$ cat src/rtl/ifu_pkg.sv
// Shared types and constants for the ifu_fetch instruction fetch unit.
package ifu_pkg;

  localparam logic [31:0] IFU_RESET_PC = 32'h8000_0000;
  localparam logic [31:0] IFU_NOP      = 32'h0000_0013;  // addi x0, x0, 0

  typedef enum logic [2:0] {
    BOOT = 3'd0,
    REQ  = 3'd1,
    WAIT = 3'd2,
    HOLD = 3'd3,
    IDLE = 3'd4
  } ifu_state_e;

endpackage

$ cat src/rtl/ifu_fetch.sv
// Instruction fetch unit: owns the fetch PC, issues one imem request at a
// time (req/gnt + rvalid), holds the returned word for decode (valid/ready)
// and waits for the writeback redirect (dnpc) before the next fetch.
// Optional build macro IFU_MISALIGN_CHECK_EN: a PC with nonzero low bits
// is not fetched; a nop is presented with fetch_err set instead.
module ifu_fetch
  import ifu_pkg::*;
#(
  parameter int                ADDR_W   = 32,
  parameter logic [ADDR_W-1:0] RESET_PC = ADDR_W'(IFU_RESET_PC)
) (
  input  logic              clk,
  input  logic              rst,
  input  logic              redirect_valid,
  input  logic [ADDR_W-1:0] redirect_pc,
  output logic              imem_req,
  output logic [ADDR_W-1:0] imem_addr,
  input  logic              imem_gnt,
  input  logic              imem_rvalid,
  input  logic [31:0]       imem_rdata,
  output logic [31:0]       inst,
  output logic [ADDR_W-1:0] pc,
  output logic [ADDR_W-1:0] snpc,
  output logic              valid,
  input  logic              ready,
  output logic              fetch_err
);

  ifu_state_e        state, state_d;
  logic [ADDR_W-1:0] pc_q, pc_d;
  logic [31:0]       inst_q, inst_d;
  logic              redir_pend, redir_pend_d;
  logic [ADDR_W-1:0] redir_pc, redir_pc_d;

`ifdef IFU_MISALIGN_CHECK_EN
  logic misaligned;
  logic fetch_err_q;
  assign misaligned = (pc_q[1:0] != 2'b00);
`endif

  // Next-state and holding-register update logic.
  always_comb begin
    // NOTE: every signal assigned here gets a default first, so no path can
    // leave it unassigned and infer a latch; blocking '=' is correct in
    // combinational blocks.
    state_d      = state;
    pc_d         = pc_q;
    inst_d       = inst_q;
    redir_pend_d = redir_pend;
    redir_pc_d   = redir_pc;

    case (state)
      BOOT: state_d = REQ;
      REQ: begin
`ifdef IFU_MISALIGN_CHECK_EN
        if (misaligned) begin
          state_d = HOLD;
          inst_d  = IFU_NOP;
        end else
`endif
        if (imem_gnt) state_d = WAIT;
      end
      WAIT: begin
        // rvalid is only meaningful here; any other state ignores it.
        if (imem_rvalid) begin
          inst_d  = imem_rdata;
          state_d = HOLD;
        end
      end
      HOLD: begin
        if (ready) state_d = IDLE;
      end
      IDLE: begin
        // A live redirect is newer than anything pended earlier.
        if (redirect_valid) begin
          pc_d         = redirect_pc;
          redir_pend_d = 1'b0;
          state_d      = REQ;
        end else if (redir_pend) begin
          pc_d         = redir_pc;
          redir_pend_d = 1'b0;
          state_d      = REQ;
        end
      end
      default: state_d = BOOT;
    endcase

    // Redirects arriving outside IDLE (including on the HOLD handshake)
    // are kept until IDLE consumes them; the latest one wins.
    if (state != IDLE && redirect_valid) begin
      redir_pend_d = 1'b1;
      redir_pc_d   = redirect_pc;
    end
  end

  // State and holding registers.
  always_ff @(posedge clk or posedge rst) begin
    // NOTE: every register, including the data-only inst and redir_pc,
    // takes a reset value so the unit leaves reset fully defined; state is
    // updated with non-blocking '<=' so all registers see pre-edge values.
    if (rst) begin
      state      <= BOOT;
      pc_q       <= RESET_PC;
      inst_q     <= '0;
      redir_pend <= 1'b0;
      redir_pc   <= '0;
    end else begin
      state      <= state_d;
      pc_q       <= pc_d;
      inst_q     <= inst_d;
      redir_pend <= redir_pend_d;
      redir_pc   <= redir_pc_d;
    end
  end

`ifdef IFU_MISALIGN_CHECK_EN
  // fetch_err is raised with the nop substitution and dropped on handshake.
  always_ff @(posedge clk or posedge rst) begin
    if (rst) begin
      fetch_err_q <= 1'b0;
    end else if (state == REQ && misaligned) begin
      fetch_err_q <= 1'b1;
    end else if (state == HOLD && ready) begin
      fetch_err_q <= 1'b0;
    end
  end

  assign imem_req  = (state == REQ) && !misaligned;
  assign fetch_err = fetch_err_q;
`else
  assign imem_req  = (state == REQ);
  assign fetch_err = 1'b0;
`endif

  assign imem_addr = pc_q;
  assign pc        = pc_q;
  assign snpc      = pc_q + ADDR_W'(4);
  assign inst      = inst_q;
  assign valid     = (state == HOLD);

endmodule

$ cat config.mk
export PLATFORM = sky130hd
export DESIGN_NAME = ifu_fetch
export DESIGN_NICKNAME = d
export VERILOG_FILES = /design/src/rtl/ifu_pkg.sv /design/src/rtl/ifu_fetch.sv
export SDC_FILE = /design/constraint.sdc
export NUM_CORES = 1
export LEC_CHECK = 0
export CAP_MARGIN = 20
export CORE_MARGIN = 8
export CORE_UTILIZATION = 33
export DETAILED_ROUTE_END_ITERATION = 10
export PLACE_DENSITY_LB_ADDON = 0.1
export REMOVE_ABC_BUFFERS = 1
export SLEW_MARGIN = 20
export SYNTH_ARGS = -nofsm -noshare
export SYNTH_HDL_FRONTEND = slang
export SYNTH_SLANG_ARGS = --single-unit
$ cat constraint.sdc
create_clock -name clk -period 4.5 [get_ports clk]
set_clock_uncertainty 0.05 [all_clocks]
set_input_delay 0.9 -clock clk [delete_from_list [all_inputs] [get_ports clk]]
set_output_delay 0.9 -clock clk [all_outputs]
set_load 0.01 [all_outputs]
==> impl_metrics.csv <==
group,metric,value,unit
floorplanning,core_area,14920,um2
synth,yosysWarnings,0,
cts,cts_resized,0,
layout,instances_no_fill,778,
grt,grtUsageTotal,13.99,%
grt,antenna_found_initial,1,
setup_path,crit_buf_inv,1,
setup_path,cp_top_family,"simple AND/OR/NAND/NOR gates",
setup_path,r2r_start,"state[0]",
cts,clock_path_buffers,2,
floorplanning,dieArea,19200,um2
synth,synth_cells,429,
cts,clock-root-buffer,"clkbuf_16",
layout,layout-drive-gt1-share,16.10,%
setup_path,arrival,2.69,ns
setup_path,cp-start-kind,"flop",
floorplanning,rows,45,
synth,ys.flop_type,"dfrtp_1",
cts,cts_setup_buffers,0,
sta,slew_headroom,40.11,%
min_path,hold_path_class,"reg -> reg",
layout,fin_nets,656,
floorplanning,start_util,33.22,%
synth,synthTopCellsByArea,"dfrtp_1, mux2_2, mux2i_1, buf_4, nand2_1",
setup_path,worstPathCellList,"ha_1 -> nand3_1 -> nor3_1 -> xor2_1 -> clkdlybuf4s50_1",
setup_path,crit_slowest_cell,"clkdlybuf4s50_1",
synth,ys_async_sr_fraction,100.0,%
synth,synth_top_cell_area_share,49.97,%
synth,avgSynthCellArea,11.56,um2
grt,grt_max_degree,47,
setup_path,timing.rr.end,"redir_pc[27]",
synth,ys_types,36,
run,drv_cap,0,
drt,firstDrtPassIters,4,
min_path,whs_path_depth,1,
sta,hold_viol,0,
setup_path,rrSetupSlack,2.27,ns
placed_design,pre_cts_slack,1.229,ns
placed_design,dp_hpwl,10010,um
sta,setup_viol,0,
layout,antenna_cells,0,
cts,cts_num_sinks,100,
synth,synthTopCellsByCount,"dfrtp_1, mux2_2, nand2_1, buf_4, o21ai_0",
synth,ys_seq_area_share,50.50,%
synth,ys_ff_latch,100,
placed_design,globalplace.congestion,0.7828,
grt,grt_overflow_total,0,
floorplanning,ios,201,
cts,hold_buffers,0,
min_path,hp-start,"redir_pc[9]",
setup_path,crit_path_max_fanout,9,
synth,post-synth-top-count-cell,"dfrtp_1",
grt,grt_pass1_wl,21610,um
grt,grt_pass1_vias,3937,
cts,htree_levels,3,
setup_path,rr_worst_depth,3,
sta,fmax,0.2745,GHz
cts,cts_made_buffers,9,
sta,timing.hold.ws,0.4398,ns
placed_design,numPortBuffers,199,
drt,drc,0,
sta,rsz0062_at_grt,"no",
setup_path,required,3.55,ns
drt,drt-total-wl,13330,um
synth,syn_area,4957,um2
drt,ant_nets,0,
layout,syn2layout_area_growth,45.08,%
drt,vias_per_cell,4.725,
min_path,whs_endpoint,"redir_pc[9]",
floorplanning,dieWidth,138.6,um
power_and_ir_drop,p_leak,3.028,nW
sta,fin_crit_sh,80.96,%
floorplanning,die_y,138.6,um
power_and_ir_drop,powerDensity,653.2,nW/um2
drt,drt-initial-drc-count,195,
synth,synth_edf_count,0,
cts,clkLatencyLatePin,0.34,ns
power_and_ir_drop,peakVddDrop,328.1,uV
setup_path,worstSetupPathType,"reg -> out",
layout,fillCellCount,1339,
power_and_ir_drop,total_power,4.698,mW
drt,post_drt_wl_per_cell,17.13,um
cts,clk_pin_slew,0.07,ns
drt,vias,3676,
synth,yosysTopAreaCell,"dfrtp_1",
run_status,status,"complete, no violations",
setup_path,cpPeakStageDelay,0.57,ns
setup_path,worstSetupEndpointType,"output port",
sta,tightest_slew,0.8984,ns
sta,drv_slew,0,
cts,cts_tree,"yes",
sta,fin_ws,0.8569,ns
layout,fin_util,48.20,%
placed_design,place_inst,762,
sta,period_needed,3.643,ns
==> flip-flops by register name, indices dropped and copies added (netlist names) <==
name,cells
imem_addr,32
inst,32
redir_pc,32
state,3
redir_pend,1
==> through the flow <==
stage / setup TNS, ns / area, um2
final: 0 / 7192
after global routing: 0 / 7192
after CTS: 0 / 7192
after detailed placement: 0 / 6842
after global placement: 0 / 6842
after floorplan: -5.801 / 4551
==> area by class of cell <==
class | count | area [um2] | share of cell area (%)
clock buffers | 10 | 239.0 | 3.323
flip-flops and latches | 100 | 2504 | 34.81
clock inverters | 6 | 111.4 | 1.548
multi-input cells | 263 | 2049 | 28.50
repair buffers | 204 | 2024 | 28.15
inverters | 7 | 28.78 | 0.4001
well taps | 188 | 235.2 | 3.271
==> worst max-delay path by stage <==
stage,from,to,slack [ns],cells past startpoint
6_report,imem_addr[2],snpc[18],0.86,5
5_1_grt,imem_addr[4],snpc[19],0.63,5
4_1_cts,imem_addr[2],snpc[18],0.84,5
3_5_place_dp,imem_addr[2],snpc[18],1.23,5
3_3_place_gp,imem_addr[4],snpc[19],1.29,5
2_1_floorplan,imem_rvalid,inst[0],-0.18,2
==> per-layer routing <==
metal,share of wire (%),track usage (%),vias to the layer above
met5,0.098,0,-
met3,13,7.534,14
met1,41,16.37,1758
met2,45,21.22,158
li1,-,-,1744
met4,1.4,5.092,2
==> power breakdown <==
part | internal, mW | switching [mW]
combinational | 1.34 | 0.850
clock | 0.559 | 0.339
sequential | 1.24 | 0.369
total | 3.14 | 1.56
==> cell families after synthesis <==
| kind of cell | Yosys count | share of synthesized area [%] |
|---|---|---|
| AOI/OAI and AO/OA | 39 | 3.962 |
| xor gates and xnor gates | 28 | 4.947 |
| adders and majority gates | 1 | 0.2524 |
| buffers and inverters | 66 | 8.733 |
| DFF | 100 | 50.50 |
| muxes | 96 | 21.00 |
| other | 1 | 0.07565 |
| and+or+nand+nor | 98 | 10.53 |
==> worst register-to-register path: cells and delay by family, from the launching register on <==
kind          cells  cell delay [ns]
flops             1             0.47
simple gates      2             1.17
mux               1             0.43
==> layout by cell type (no fill, tap or decap), types with 2 or more instances in the layout <==
cell and n:
clkdlybuf4s50_1 198, dfrtp_1 99, mux2_2 62, nand2_1 48, o21ai_0 34, mux2i_1 32
xor2_1 17, xnor2_1 11, nor3_1 10, clkbuf_16 9, nand3_1 8, nor2_1 7
inv_1 6, nand4_1 5, buf_4 5, and3_1 4, and4_1 3, a21oi_1 3
bufinv_16 3, mux2_1 2, and2_1 2, nand4_4 2, nor4_1 2
Power figures use the tool's default switching activity.
